$ cat src/rtl/sdp_y_chn_pkg.sv
// Shared constants and types for the SDP Y-core input-channel skid buffer.
package sdp_y_chn_pkg;

    localparam int SDP_CHN_PD_W       = 128;
    localparam int SDP_CHN_SKID_DEPTH = 2;

    typedef logic [SDP_CHN_PD_W-1:0] chn_pd_t;

    // Pointer width for a DEPTH-entry array; a single entry still needs one bit.
    function automatic int chn_ptr_w(input int depth);
        return (depth > 1) ? $clog2(depth) : 1;
    endfunction

endpackage

$ cat src/rtl/sdp_y_chn_in_skid_dp_chk.sv
// Occupancy bound checker for sdp_y_chn_in_skid_dp; only built with SDP_CHN_IN_OCC_EN.
`ifdef SDP_CHN_IN_OCC_EN
module sdp_y_chn_in_skid_dp_chk #(
    parameter int DEPTH = 2,
    parameter int CNT_W = $clog2(DEPTH + 1)
) (
    input logic             nvdla_core_clk,
    input logic             nvdla_core_rstn,
    input logic [CNT_W-1:0] count
);

    a_count_le_depth: assert property (@(posedge nvdla_core_clk) disable iff (!nvdla_core_rstn)
        count <= CNT_W'(DEPTH));

endmodule
`endif

$ cat src/rtl/sdp_y_chn_skid_mem.sv
// DEPTH x WIDTH flop storage for the skid buffer: one write port, one combinational read port.
module sdp_y_chn_skid_mem
    import sdp_y_chn_pkg::*;
#(
    parameter int WIDTH = SDP_CHN_PD_W,
    parameter int DEPTH = SDP_CHN_SKID_DEPTH,
    parameter int AW    = chn_ptr_w(DEPTH)
) (
    input  logic             nvdla_core_clk,
    input  logic             nvdla_core_rstn,
    input  logic             we,
    input  logic [AW-1:0]    waddr,
    input  logic [WIDTH-1:0] wdata,
    input  logic [AW-1:0]    raddr,
    output logic [WIDTH-1:0] rdata
);

    logic [WIDTH-1:0] mem_r [DEPTH];

    // Storage array: cleared on reset so no stale payload survives it.
    always_ff @(posedge nvdla_core_clk or negedge nvdla_core_rstn) begin
        if (!nvdla_core_rstn) begin
            for (int i = 0; i < DEPTH; i++) begin
                mem_r[i] <= '0;
            end
        end else if (we) begin
            mem_r[waddr] <= wdata;
        end
    end

    assign rdata = mem_r[raddr];

endmodule

$ cat src/rtl/sdp_y_chn_in_skid_dp.sv
// Input-channel skid buffer with zero-latency bypass when empty and registered input ready.
// Optional macro SDP_CHN_IN_OCC_EN adds the chn_occ occupancy output.
module sdp_y_chn_in_skid_dp
    import sdp_y_chn_pkg::*;
#(
    parameter  int WIDTH = SDP_CHN_PD_W,
    parameter  int DEPTH = SDP_CHN_SKID_DEPTH,
    localparam int CNT_W = $clog2(DEPTH + 1),
    localparam int PTR_W = chn_ptr_w(DEPTH)
) (
    input  logic             nvdla_core_clk,
    input  logic             nvdla_core_rstn,
    input  logic             chn_in_vld,
    output logic             chn_in_rdy,
    input  logic [WIDTH-1:0] chn_in_pd,
    output logic             chn_out_vld,
    input  logic             chn_out_rdy,
    output logic [WIDTH-1:0] chn_out_pd
`ifdef SDP_CHN_IN_OCC_EN
    ,
    output logic [CNT_W-1:0] chn_occ
`endif
);

    logic [CNT_W-1:0] count_r;
    logic [PTR_W-1:0] rd_ptr_r;
    logic [PTR_W-1:0] wr_ptr_r;
    logic             rdy_r;

    logic             empty_s;
    logic             acc_s;
    logic             take_s;
    logic             push_s;
    logic             pop_s;
    logic [CNT_W-1:0] count_nxt_s;
    logic [PTR_W-1:0] rd_ptr_nxt_s;
    logic [PTR_W-1:0] wr_ptr_nxt_s;
    logic [WIDTH-1:0] head_pd_s;

    // Handshake decode: a word accepted while empty and consumed at once bypasses storage.
    always_comb begin
        empty_s = (count_r == CNT_W'(0));
        acc_s   = chn_in_vld & rdy_r;
        take_s  = chn_out_vld & chn_out_rdy;
        push_s  = acc_s & ~(empty_s & chn_out_rdy);
        pop_s   = take_s & ~empty_s;
    end

    // Next-state for occupancy and the wrapping pointers.
    always_comb begin
        count_nxt_s  = count_r;
        rd_ptr_nxt_s = rd_ptr_r;
        wr_ptr_nxt_s = wr_ptr_r;
        if (push_s && !pop_s) begin
            count_nxt_s = count_r + CNT_W'(1);
        end else if (pop_s && !push_s) begin
            count_nxt_s = count_r - CNT_W'(1);
        end else begin
            count_nxt_s = count_r;
        end
        if (pop_s) begin
            rd_ptr_nxt_s = (rd_ptr_r == PTR_W'(DEPTH - 1)) ? PTR_W'(0) : rd_ptr_r + PTR_W'(1);
        end else begin
            rd_ptr_nxt_s = rd_ptr_r;
        end
        if (push_s) begin
            wr_ptr_nxt_s = (wr_ptr_r == PTR_W'(DEPTH - 1)) ? PTR_W'(0) : wr_ptr_r + PTR_W'(1);
        end else begin
            wr_ptr_nxt_s = wr_ptr_r;
        end
    end

    // State registers; ready is precomputed from next occupancy so it never sees chn_out_rdy combinationally.
    always_ff @(posedge nvdla_core_clk or negedge nvdla_core_rstn) begin
        if (!nvdla_core_rstn) begin
            count_r  <= CNT_W'(0);
            rd_ptr_r <= PTR_W'(0);
            wr_ptr_r <= PTR_W'(0);
            rdy_r    <= 1'b1;
        end else begin
            count_r  <= count_nxt_s;
            rd_ptr_r <= rd_ptr_nxt_s;
            wr_ptr_r <= wr_ptr_nxt_s;
            rdy_r    <= (count_nxt_s != CNT_W'(DEPTH));
        end
    end

    sdp_y_chn_skid_mem #(
        .WIDTH (WIDTH),
        .DEPTH (DEPTH),
        .AW    (PTR_W)
    ) u_mem (
        .nvdla_core_clk  (nvdla_core_clk),
        .nvdla_core_rstn (nvdla_core_rstn),
        .we              (push_s),
        .waddr           (wr_ptr_r),
        .wdata           (chn_in_pd),
        .raddr           (rd_ptr_r),
        .rdata           (head_pd_s)
    );

    assign chn_in_rdy  = rdy_r;
    assign chn_out_vld = ~empty_s | chn_in_vld;
    assign chn_out_pd  = empty_s ? chn_in_pd : head_pd_s;

`ifdef SDP_CHN_IN_OCC_EN
    assign chn_occ = count_r;

    sdp_y_chn_in_skid_dp_chk #(
        .DEPTH (DEPTH),
        .CNT_W (CNT_W)
    ) u_chk (
        .nvdla_core_clk  (nvdla_core_clk),
        .nvdla_core_rstn (nvdla_core_rstn),
        .count           (count_r)
    );
`endif

endmodule

$ cat config.mk
export PLATFORM = sky130hd
export DESIGN_NAME = sdp_y_chn_in_skid_dp
export DESIGN_NICKNAME = d
export VERILOG_FILES = /design/src/rtl/sdp_y_chn_pkg.sv /design/src/rtl/sdp_y_chn_in_skid_dp_chk.sv /design/src/rtl/sdp_y_chn_skid_mem.sv /design/src/rtl/sdp_y_chn_in_skid_dp.sv
export SDC_FILE = /design/constraint.sdc
export NUM_CORES = 1
export LEC_CHECK = 0
export BUFFER_PORTS_ARGS = -buffer_cell sky130_fd_sc_hd__buf_2
export CORE_MARGIN = 2
export CORE_UTILIZATION = 35
export DETAILED_ROUTE_END_ITERATION = 10
export SLEW_MARGIN = 20
export SYNTH_ARGS = -nofsm -noshare
export SYNTH_HDL_FRONTEND = slang
export SYNTH_SLANG_ARGS = --single-unit
$ cat constraint.sdc
create_clock -name nvdla_core_clk -period 2.3 [get_ports nvdla_core_clk]
set_clock_uncertainty 0.2 [all_clocks]
set_input_delay 0.46 -clock nvdla_core_clk [delete_from_list [all_inputs] [get_ports nvdla_core_clk]]
set_output_delay 0.46 -clock nvdla_core_clk [all_outputs]
set_load 0.05 [all_outputs]
### Word level (Yosys, flattened, before mapping)

Cells that the tools add are included.

* flip-flop bits (word level): 261
* input bits: 132
* output and inout port bits: 130

* $add $sub $neg: 4
* order comparisons: 3
* equality and inequality tests: 1
* muxes and demuxes: 11
* bitwise gates (word level): 10
* reductions and logical operators: 6

Operator list (count)
* 128-bit 2-to-1 mux: 5
* 256-bit bitwise mux: 1
* 128-bit demux with 1-bit select: 1
* 1-bit AND: 5
* 2-bit greater-or-equal comparator (second input constant): 2
* 2-bit 2-to-1 mux: 2
* 1-bit inverter with 2-bit output: 2
* 1-bit logical AND: 3
* 1-bit adder (second input constant): 2
* 2-bit by 1-bit adder with 2-bit output (second input constant): 1
* 1-bit logical NOT: 2
* 2-bit logical NOT: 1
* 2-bit by 1-bit less-than comparator with 1-bit output (second input constant): 1
* 1-bit 2-to-1 mux: 2
* 2-bit != test (second input constant): 1
* 1-bit inverter: 2
* 2-bit by 1-bit subtractor with 2-bit output (second input constant): 1
* 1-bit OR: 1

### Logic depth before layout (Yosys ltp)

Gate-level depths: netlist of the first run.

* word-level depth: 9
* depth in mapped cells: 8

### By module

A second synthesis of the first run with hierarchy kept.

* cells, all modules: 855
* area total of the unflattened synthesis: 13254.0 um^2

Modules (own cells, without submodules)
* sdp_y_chn_skid_mem: times used 1, cells each 684, area an instance 11118.2 um^2, seq. area each 6406.1 um^2
* sdp_y_chn_in_skid_dp: times used 1, cells each 171, area an instance 2135.8 um^2, seq. area each 126.4 um^2

### Worst setup path before layout of the first run

Ideal clock, no wire load.

* path kind: register -> output
* start point: register count_r[0]
* end point: output chn_out_pd[123]
* data arrival time: 2.347 ns
* path slack: -0.707 ns
* stages on the path, launching flop included: 8
* cells stage by stage: dfrtp_1 > inv_1 > ha_1 > buf_2 > buf_2 > buf_2 > buf_2 > o21ai_0

* word-level cells in the longest chain between the ends: 2

Ends and longest elaborated chain
* start: declaration: RTL line sdp_y_chn_in_skid_dp.sv:25 `logic [CNT_W-1:0] count_r;`
* start signal: assignment: RTL line sdp_y_chn_in_skid_dp.sv:81 `count_r <= count_nxt_s;`
* 2-bit logical NOT: RTL line sdp_y_chn_in_skid_dp.sv:42 `empty_s = (count_r == CNT_W'(0));`
* 128-bit 2-to-1 mux: RTL line sdp_y_chn_in_skid_dp.sv:104 `assign chn_out_pd = empty_s ? chn_in_pd : head_pd_s;`
* end: declaration: RTL line sdp_y_chn_in_skid_dp.sv:18 `output logic [WIDTH-1:0] chn_out_pd`

No other way between the ends.

### Worst setup path in the final report of the first run

* start point: register rd_ptr_r
* end point: output chn_out_pd[104]

* word-level cells in the longest chain between the ends: 5

Ends and longest elaborated chain
* start: declaration: RTL line sdp_y_chn_in_skid_dp.sv:26 `logic [PTR_W-1:0] rd_ptr_r;`
* start signal: assignment: RTL line sdp_y_chn_in_skid_dp.sv:82 `rd_ptr_r <= rd_ptr_nxt_s;`
* 1-bit inverter with 2-bit output (not written as such): RTL line sdp_y_chn_skid_mem.sv:31 `assign rdata = mem_r[raddr];`
* 128-bit 2-to-1 mux (not written as such) (3 in series): RTL line sdp_y_chn_skid_mem.sv:31
* 128-bit 2-to-1 mux: RTL line sdp_y_chn_in_skid_dp.sv:104

No other way between the ends. The select of a mux whose other input is x is not followed.

==> results.txt, run 1 <==
- Net count, final: 1,571
* Sum of routed wire length over all layers: 37.36 mm
- Clock tree synthesis found a total of 261 sinks.
- Total overflow reported by the global router: 0
- The initial utilization of the core area, before any placement, comes to 0.3568.
- Full die area: 40,080 µm²
- # Max-Cap Violations: 0
* Worst R2R Setup Slack: 0.08 ns
* Maximum clock path buffer count: 3
- Of the post-synthesis cell area, the dominant cell type holds 0.4830.
* Pin count of the biggest net entering global routing: 64
- Least setup slack across all paths after layout: -0.3569 ns
- Kind of capture point of the worst setup path: primary output
* Routability-driven placement congestion ratio: 0.7535
- HPWL reported at the end of detailed placement: 21.10 mm
- The number of nets in the synthesized netlist is 1,132.
- DRC violations left: 0
- The area growth from synthesis to layout is 53.03%.
- The max-slew violation count was 0.
- For this run, the top clock speed supported by timing is 376.4 MHz.
* Port Buf Inserts: 261
* Tmin final: 2.657 ns
- The worst hold path terminates at u_mem.mem_r[254]$_DFFE_PN0P_.
* Placeable Area: 37,760 µm²
- Leaving out fill and tap cells, the most frequent cell in the layout is sky130_fd_sc_hd__dfrtp_1.
* Share of post-route cells with drive strength above 1: 0.5930
* Cells on Worst Hold Path: 2
- Arrival @ worst endpoint: 2.00 ns
- GRT Util Overall: 0.1779
* Via count of the first global-routing pass: 10,400
- At the worst endpoint, the required time is 1.64 ns.
- Boundary Pins: 262
- The startpoint identified for the worst hold timing path is chn_in_pd[126].
* Worst slack at placement: 0.08427 ns
* TritonCTS buffer count: 30
- Rows: 71
- CTS built an H-tree with a depth of 1.
- Worst reg2reg path endpoint: u_mem.mem_r[212]$_DFFE_PN0P_
- Yosys warns: 0
- Clock root buffer master: sky130_fd_sc_hd__clkbuf_16
- Die width: 200.2 µm
- Commonest cells after routing, fill and taps aside: sky130_fd_sc_hd__dfrtp_1 (259), sky130_fd_sc_hd__mux2_4 (223), sky130_fd_sc_hd__buf_6 (135)
* Post-synth top area cell: sky130_fd_sc_hd__dfrtp_1
- Failing checks: negative setup slack
* Avg Inst Size Synth: 13.49 µm²
- RSZ-0062 raised after global routing: true
- First-pass detailed-route iteration total: 6
- Measured in cells, the most critical reg-to-reg path has a length of 8.
* Initial DRC Count: 399
* Worst Setup Start Kind: flop
- Dividing the detail-routed via count by the number of cells gives 4.863.
* Period utilization: 1.155
- The number of antenna violations at the first check in global routing is 1.
- Summing over every cut layer, the via total after detailed routing is 9,600.
* Clock edge transition at the registers on the reported setup and hold paths: 0.07 ns
- Sequential-to-total area share from yosys stat: 0.4849
- The count of nets left with antenna violations once routing finished came out at 0.
- Clock latency reported for the late side of the worst-skew pair: 0.55 ns
* Endpoints failing hold: 0
- Status: complete, but fails checks
* Dominant cells by area after synthesis: sky130_fd_sc_hd__dfrtp_1 (48%), sky130_fd_sc_hd__mux2_4 (25%), sky130_fd_sc_hd__mux2i_1 (9.8%)
- The startpoint identified for the worst register-to-register timing path is count_r[0]$_DFF_PN0_.
- Average wire per cell in the routed design: 18.93 µm
- In this run the worst hold path is classified as primary input to flop.
- Setup violations remaining at the end of the flow were counted as 129.
* Cell variety after synth: 25
- TritonCTS built the clock tree.
- The synthesized design contains 261 register bits.
* Global-route wire length before repair: 58.50 mm
- Die Ht: 200.2 µm
- After filler insertion, the fill cell instance count of the layout stands at 3,011.
* Post-synth design cell area: 13,470 µm²
- Kind of critical path: flop to primary output
- In this run the worst path has a maximum fanout of 10.
- Synthesis produced a netlist whose cell count is 999.
- At the pin with the least slew margin, the transition time is 0.5261 ns.
* Relative slew slack: 0.6493
## worst max path at each step
stage | from | to | slack (ns) | cells after the start
after floorplan | count_r[0]$_DFF_PN0_ | chn_out_pd[114] | -0.22 | 6
after global placement | count_r[1]$_DFF_PN0_ | u_mem.mem_r[130]$_DFFE_PN0P_ | 0.07 | 7
after detailed placement | count_r[1]$_DFF_PN0_ | u_mem.mem_r[134]$_DFFE_PN0P_ | 0.08 | 7
after CTS | count_r[0]$_DFF_PN0_ | chn_out_pd[37] | -0.38 | 7
after global routing | count_r[0]$_DFF_PN0_ | chn_out_pd[104] | -0.45 | 7
final | rd_ptr_r$_DFFE_PN0P_ | chn_out_pd[104] | -0.36 | 5
## layout make-up
class / instances / area, µm² / area share
Inverter: 2 / 7.507 / 0.0003641
Timing Repair Buffer: 479 / 4938 / 0.2395
Multi-Input combinational cell: 664 / 7362 / 0.3571
Clock inverter: 14 / 232.7 / 0.01129
Antenna cell: 1 / 2.502 / 0.0001214
Clock buffer: 42 / 897.1 / 0.04352
Tap cell: 511 / 639.4 / 0.03101
Sequential cell: 261 / 6536 / 0.3170
## state kept, by name, summed over array words and instances (netlist names)
name / flops
u_mem.mem_r: 256
count_r: 2
chn_in_rdy: 1
rd_ptr_r: 1
wr_ptr_r: 1
## Yosys cell counts
master,count
sky130_fd_sc_hd__nand2_2,1
sky130_fd_sc_hd__buf_6,15
sky130_fd_sc_hd__dfrtp_1,260
sky130_fd_sc_hd__mux2_4,220
sky130_fd_sc_hd__mux2i_1,132
sky130_fd_sc_hd__mux2_1,6
sky130_fd_sc_hd__a21oi_1,1
sky130_fd_sc_hd__or2b_1,1
sky130_fd_sc_hd__nor3b_4,1
sky130_fd_sc_hd__and2_2,1
sky130_fd_sc_hd__o21ai_0,130
sky130_fd_sc_hd__dfstp_2,1
sky130_fd_sc_hd__nand3_2,1
sky130_fd_sc_hd__nand2_1,130
sky130_fd_sc_hd__inv_1,2
sky130_fd_sc_hd__xnor2_1,3
sky130_fd_sc_hd__o221ai_1,1
sky130_fd_sc_hd__clkbuf_1,18
sky130_fd_sc_hd__ha_1,1
sky130_fd_sc_hd__buf_4,1
sky130_fd_sc_hd__buf_12,13
sky130_fd_sc_hd__buf_2,25
sky130_fd_sc_hd__nand2b_1,4
sky130_fd_sc_hd__nand4_1,1
sky130_fd_sc_hd__mux2_2,30
## critical path: stages, from the launching register on
cell,delay [ns]
sky130_fd_sc_hd__dfrtp_4,0.50
sky130_fd_sc_hd__buf_12,0.18
sky130_fd_sc_hd__buf_16,0.16
sky130_fd_sc_hd__mux2i_1,0.34
sky130_fd_sc_hd__o21ai_4,0.08
sky130_fd_sc_hd__buf_6,0.16
## cell families (layout without fill, tap and decap cells)
kind of cell | count (synthesis) | count (layout) | share of synthesized area
AOI/OAI and AO/OA | 132 | 132 | 0.04932
xor gates and xnor gates | 3 | 3 | 0.001951
adders and majority gates | 1 | 1 | 0.0009286
buffers and inverters | 74 | 537 | 0.04727
DFF | 261 | 261 | 0.4849
muxes | 388 | 388 | 0.3734
other | 0 | 1 | 0
and+or+nand+nor | 140 | 140 | 0.04226
## layer usage
layer	vias up	wire length, µm	global-route usage
met2	232	17760	0.2842
met1	4882	17390	0.2497
met5	-	0	0
met4	0	652	0.04771
li1	4427	-	-
met3	59	1552	0.03010
## metrics by stage
stage	setup TNS [ns]	area (µm²)	hold WS, ns	utilization	cells
2_1_floorplan	-8.444	13980	-0.03559	-	999
3_3_place_gp	0	16070	0.2536	0.4258	1756
3_5_place_dp	0	16070	0.2528	0.4258	1756
4_1_cts	-41.30	19860	0.002957	0.5259	1960
5_1_grt	-52.57	20620	0.001161	0.5460	1974
6_report	-37.90	20620	0.02529	0.5460	1974
## what timing repair did
action / 4_1_cts / 5_1_grt
endpoints found under the setup margin: 129 / 129
hold endpoints to repair: 306 / 0
cloned: 10 / 11
pin swaps: 11 / 5
hold buffers: 129 / 0
setup buffers: 9 / 4
resized for setup: 302 / 133
Power of run 1 is left out: the tool's default activity adds up to more than one toggle a clock period on the data nets, which glitch-free logic cannot reach.
==> run 2, diff against run 1 <==
--- a/config.mk
+++ b/config.mk
@@ -7,8 +7,9 @@
 export LEC_CHECK = 0
 export BUFFER_PORTS_ARGS = -buffer_cell sky130_fd_sc_hd__buf_2
 export CORE_MARGIN = 2
-export CORE_UTILIZATION = 35
+export CORE_UTILIZATION = 45
 export DETAILED_ROUTE_END_ITERATION = 10
+export PLACE_DENSITY = 0.67
 export SLEW_MARGIN = 20
 export SYNTH_ARGS = -nofsm -noshare
 export SYNTH_HDL_FRONTEND = slang
==> run 2 against run 1 <==
  * The run still ends with negative setup slack left
  * Cell area about the same
  * Hold slack worse by 0.0015 ns
  * Register-to-register slack lost 0.21 ns
  * Sequential cell count did not move
  * Wire length grew 3.7%
  * Via count rose by 2.3%
  * Die area fell by 22%
  * Largest cell class unchanged
  * Highest routed layer unchanged
==> results.txt, run 2 (synthesized netlist as in run 1, its figures left out) <==
- The flow ran to the end, but the final reports show violations.
- The final reports fail on negative setup slack.
- The detailed router placed 9,822 vias in this run.
* Maximum level of the CTS H-tree: 1
- The die covers 31,340 µm².
- Ranked by flip-flop count, first place goes to u_mem.mem_r.
* Antenna violations before repair: 1
- The worst register-to-register path has a setup slack of -0.13 ns.
* Commonest cells after routing, fill and taps aside: sky130_fd_sc_hd__dfrtp_1 (259), sky130_fd_sc_hd__mux2_4 (220), sky130_fd_sc_hd__buf_6 (134)
* Number of filler cells placed in the layout: 1,882
- Worst reg2reg path startpoint: count_r[1]$_DFF_PN0_
* R2R depth: 9
- Initial Utilization: 0.4557
* Initial DRC Count: 441
- Setup repair after global routing could not meet its margin everywhere.
- At the pin with the least slew margin, the transition time is 0.4717 ns.
- First element of the critical path: rd_ptr_r$_DFFE_PN0P_
- Flip-flop count of the largest register after layout: 256
- Highest-utilization routing layer at the global route stage: met2
- 262 I/O pins were placed.
- Port Buf Inserts: 261
- In the final layout, the multi-input gates occupy 7298 µm².
- Clock edge transition at the registers on the reported setup and hold paths: 0.06 ns
* Met3 track demand over resource: 0.03565
* Tmin final: 2.695 ns
- TritonCTS buffer count: 29
- Period utilization: 1.172
- First-pass detailed-route iteration total: 4
- The floorplan has 63 rows.
* Cells on Worst Hold Path: 2
- After routing the design area is 20,620 µm².
- Global-route wire length before repair: 56.73 mm
- Leaving out fill and tap cells, the most frequent cell in the layout is sky130_fd_sc_hd__dfrtp_1.
- Post-DR vias/cell: 5.252
* Total overflow reported by the global router: 0
- Summed over all layers, the routed wires come to 38.73 mm.
* Least setup slack across all paths after layout: -0.3951 ns
- GRT Util Overall: 0.2270
* Residual antenna-violating net count after detailed routing: 0
- Measured along the x axis, the die boundary spans 177.0 µm.
- In this run the worst hold path is classified as primary input to flop.
- Clock sinks: 261
- Relative to the synthesized area, the layout overhead comes to 53.05%.
- TritonCTS built the clock tree.
- Largest registers: u_mem.mem_r (256), count_r (2)
* Maximum clock path buffer count: 3
* Kind of critical path: flop to primary output
- Die Ht: 177.0 µm
* Maximum frequency from static timing analysis: 371.0 MHz
- Worst reg2reg path endpoint: u_mem.mem_r[204]$_DFFE_PN0P_
- Excluding fillers, the count of instances in the completed layout stands at 1,870.
* Sink of the worst hold path: u_mem.mem_r[205]$_DFFE_PN0P_
- Before CTS, the worst setup slack after placement is 0.08990 ns.
* Via count of the first global-routing pass: 10,380
- For the worst setup path, the data required time is 1.64 ns.
* Clock latency reported for the late side of the worst-skew pair: 0.54 ns
- Once placement finished, the instance area stood at 15,940 µm².
* # setup viols final: 241
- In the global route stage, met1 resource usage came out at 0.3066.
* Arrival @ worst endpoint: 2.04 ns
- Net count, final: 1,589
* Clock root buffer master: sky130_fd_sc_hd__clkbuf_16
- The sequential cells in the finished layout cover a total of 6536 µm².
- Average wire per cell in the routed design: 20.71 µm
* # Max-Cap Violations: 0
- DRC violations left: 0
- Met2 GRT Util: 0.3745
- Maximum fanout encountered on the critical timing path: 15
- HP Start: chn_in_pd[77]
* Final max-slew violation count: 0
* Worst Setup Start Kind: flop
- Endpoints failing hold: 0
* # placed instances: 1,634
- Detailed placement ended at an HPWL of 20.31 mm.
* Kind of capture point of the worst setup path: primary output
- Entering global routing, the biggest net connects 54 pins.
- Placeable Area: 29,560 µm²
* Relative slew slack: 0.6855
- Routability-driven placement finished with a final weighted congestion of 0.7598.
- In the final layout, the share of cells above drive strength 1 is 0.5963.
[run 2: how the worst max path moves through the flow]
stage                       to  slack, ns  depth (start not counted)
6_report        chn_out_pd[32]      -0.40                          5
4_1_cts         chn_out_pd[72]      -0.39                          5
3_5_place_dp    chn_out_pd[27]       0.09                          7
5_1_grt         chn_out_pd[53]      -0.47                          5
2_1_floorplan  chn_out_pd[114]      -0.22                          6
3_3_place_gp    chn_out_pd[31]       0.12                          7
[run 2: worst max-delay path, stage by stage (launching register included)]
cell and delay, ns:
sky130_fd_sc_hd__dfrtp_4 0.53, sky130_fd_sc_hd__buf_12 0.19, sky130_fd_sc_hd__buf_12 0.21, sky130_fd_sc_hd__mux2i_2 0.29, sky130_fd_sc_hd__o21ai_2 0.10, sky130_fd_sc_hd__buf_6 0.15
[run 2: per-layer routing]
metal	vias up	wire length, µm
li1	4457	-
met1	4971	16760
met2	315	19070
met3	79	1782
met4	0	1114
met5	-	0
[run 2: metrics by stage]
step | utilization | TNS (ns) | hold WS [ns]
2_1_floorplan | - | -8.444 | -0.03559
3_3_place_gp | 0.5393 | 0 | 0.2168
3_5_place_dp | 0.5393 | 0 | 0.2194
4_1_cts | 0.6631 | -42.12 | 0.0004656
5_1_grt | 0.6975 | -65.32 | 0.01005
6_report | 0.6975 | -45.36 | 0.02376
[run 2: what timing repair did]
action | CTS | global route
buffers inserted | 13 | 19
gates resized for setup | 302 | 125
endpoints found under the setup margin | 129 | 164
hold endpoints to repair | 280 | 2
hold buffers | 123 | 1
pin swaps | 15 | 7
cloned | 11 | 17
[run 2: layout make-up]
class / instances / share of cell area
Clock inverter: 12 / 0.006857
Sequential cell: 261 / 0.3170
Inverter: 2 / 0.0003641
Clock buffer: 42 / 0.04339
Timing Repair Buffer: 498 / 0.2546
Tap cell: 390 / 0.02367
Multi-Input combinational cell: 664 / 0.3540
Antenna cell: 1 / 0.0001214
Power of run 2 is left out for the same reason.
==> run 3, diff against run 2 <==
==> constraint.sdc (replaced) <==
create_clock -name nvdla_core_clk -period 2.6 [get_ports nvdla_core_clk]
set_clock_uncertainty 0.2 [all_clocks]
set_input_delay 0.52 -clock nvdla_core_clk [delete_from_list [all_inputs] [get_ports nvdla_core_clk]]
set_output_delay 0.52 -clock nvdla_core_clk [all_outputs]
set_load 0.05 [all_outputs]
==> run 3 against run 2 <==
  * Sequential share of layout area rose by 2.6 points
  * The run still ends with negative setup slack left
  * Critical path depth rose by 2
  * Critical path type unchanged
  * Via count fell by 6.8%
  * Die area did not move
  * Hold slack barely moved
  * Wire length fell by 7.6%
  * Non-clock buffer count fell by 150
  * Core utilization fell by 5.4 points
  * Global-route usage fell by 2.9 points
  * First-iteration DRC count rose by 5.2%
==> results.txt, run 3 (synthesized netlist as in run 1, its figures left out) <==
- The checks that failed: negative setup slack.
- Maximum fanout encountered on the critical timing path: 8
- Total number of vias: 9,153
* Maximum frequency from static timing analysis: 361.5 MHz
- In this run the deepest clock path goes through 3 buffers.
* Initial DRC Count: 464
* First element of the critical path: count_r[1]$_DFF_PN0_
- Maximum level of the CTS H-tree: 1
- The number of antenna violations at the first check in global routing is 4.
- Relative to the synthesized area, the layout overhead comes to 41.30%.
* HPWL reported at the end of detailed placement: 19.05 mm
* Clock latency reported for the late side of the worst-skew pair: 0.54 ns
- At the end of routability-driven placement, the weighted congestion stood at 0.7572.
- Kind of capture point of the worst setup path: primary output
* Die Ht: 177.0 µm
- Relative slew slack: 0.6356
* Final max-slew violation count: 0
- Total overflow reported by the global router: 0
- Dividing the detail-routed wire length by the instance count gives 20.80 µm.
- # setup viols final: 113
- Initial Utilization: 0.4557
* Combined flip-flop and latch cell area: 6536 µm²
- Worst R2R Setup Slack: 0.14 ns
* Pin count of the biggest net entering global routing: 70
- Residual antenna-violating net count after detailed routing: 0
- After floorplanning, the core was sized to cover 29,560 µm².
- Least setup slack across all paths after layout: -0.1663 ns
- Tmin final: 2.766 ns
- Register with the highest flop count: u_mem.mem_r
* Setup_tns: -6.650 ns
- Multi-input gate area: 7426 µm²
* Sum of routed wire length over all layers: 35.80 mm
- The worst setup path is launched from a flop.
* Worst reg2reg path startpoint: count_r[1]$_DFF_PN0_
- In the routed layout, each cell is associated on average with a via count of 5.318.
- Clock tree synthesis found a total of 261 sinks.
- Boundary Pins: 262
- Flip-flop count of the largest register after layout: 256
* Die width: 177.0 µm
- Status: complete, but fails checks
* Kind of critical path: flop to primary output
- The largest registers in the layout are u_mem.mem_r (256), count_r (2).
* TritonCTS buffer count: 29
* Number of filler cells placed in the layout: 2,070
* Rows: 63
* First-pass detailed-route iteration total: 4
- Req. time, crit path: 1.88 ns
* HP Start: chn_in_pd[71]
- The min-delay analysis places its worst path in the category primary input to flop.
- In the final layout, the share of cells above drive strength 1 is 0.6381.
* Commonest cells after routing, fill and taps aside: sky130_fd_sc_hd__dfrtp_1 (259), sky130_fd_sc_hd__mux2_4 (220), sky130_fd_sc_hd__buf_6 (134)
* # Max-Cap Violations: 0
- Setup repair after global routing could not meet its margin everywhere.
- Endpoints failing hold: 0
- Clock root buffer master: sky130_fd_sc_hd__clkbuf_16
* Global-route wire length before repair: 49.68 mm
- TritonCTS built the clock tree.
* GRT Util Overall: 0.1980
* Leading cell type in the layout, fill and taps excluded: sky130_fd_sc_hd__dfrtp_1
- DRC violations left: 0
- Dividing the final minimum period by the clock period gives 1.064.
- Clock edge transition at the registers on the reported setup and hold paths: 0.06 ns
- For the pin with the worst max-slew slack, the measured transition is 0.5466 ns.
* Port Buf Inserts: 261
- The number of global-route vias before repair was 9,228.
- Arrival @ worst endpoint: 2.05 ns
* Full die area: 31,340 µm²
* Net count, final: 1,439
## run 3: area by class of cell
cell class,count,area share
sequential,261,0.3434
timing repair buffer,348,0.1900
clock buffer,45,0.04496
tap,390,0.02563
inverter,2,0.0003944
antenna,2,0.0002629
multi-input combinational,664,0.3901
clock inverter,9,0.005324
## run 3: stage by stage
step	instances	hold slack, ns	setup slack, ns	cell area [µm²]	utilization
after floorplan	999	0.02441	-0.3196	13580	-
after global placement	1616	0.2746	0.3239	15320	0.5182
after detailed placement	1616	0.2812	0.2908	15320	0.5182
after CTS	1691	0.0005816	-0.2054	17320	0.5859
after global routing	1720	0.01438	-0.2467	19030	0.6439
final	1721	0.02391	-0.1663	19040	0.6440
## run 3: metal layers
| metal | track usage | up-vias | wire length [µm] |
|---|---|---|---|
| li1 | - | 4162 | - |
| met1 | 0.2605 | 4679 | 15220 |
| met2 | 0.3364 | 253 | 17730 |
| met3 | 0.04338 | 55 | 1989 |
| met4 | 0.04063 | 4 | 835 |
| met5 | 0 | - | 24 |
## run 3: final timing paths
check	cells after the start	endpoint
max in group asynchronous	3	u_mem.mem_r[55]$_DFFE_PN0P_
max reg2reg	8	u_mem.mem_r[128]$_DFFE_PN0P_
min in group asynchronous	2	u_mem.mem_r[10]$_DFFE_PN0P_
min	2	u_mem.mem_r[71]$_DFFE_PN0P_
min reg2reg	1	u_mem.mem_r[72]$_DFFE_PN0P_
max	7	chn_out_pd[119]
## run 3: critical path, cell delays in order, from the launching register on
cell	delay, ns
sky130_fd_sc_hd__dfrtp_1	0.36
sky130_fd_sc_hd__inv_2	0.05
sky130_fd_sc_hd__ha_4	0.20
sky130_fd_sc_hd__buf_12	0.17
sky130_fd_sc_hd__buf_12	0.15
sky130_fd_sc_hd__clkbuf_16	0.17
sky130_fd_sc_hd__o21ai_2	0.20
sky130_fd_sc_hd__buf_6	0.20
## run 3: what timing repair did
item                                   in CTS  in global routing
endpoints found under the hold margin      56                  0
buffers inserted                           11                 13
cloned                                      8                 18
gates resized for setup                   242                343
setup endpoints to repair                 129                129
hold buffers                                2                  0
pin swaps                                   1                 30
Power of run 3 is left out for the same reason.
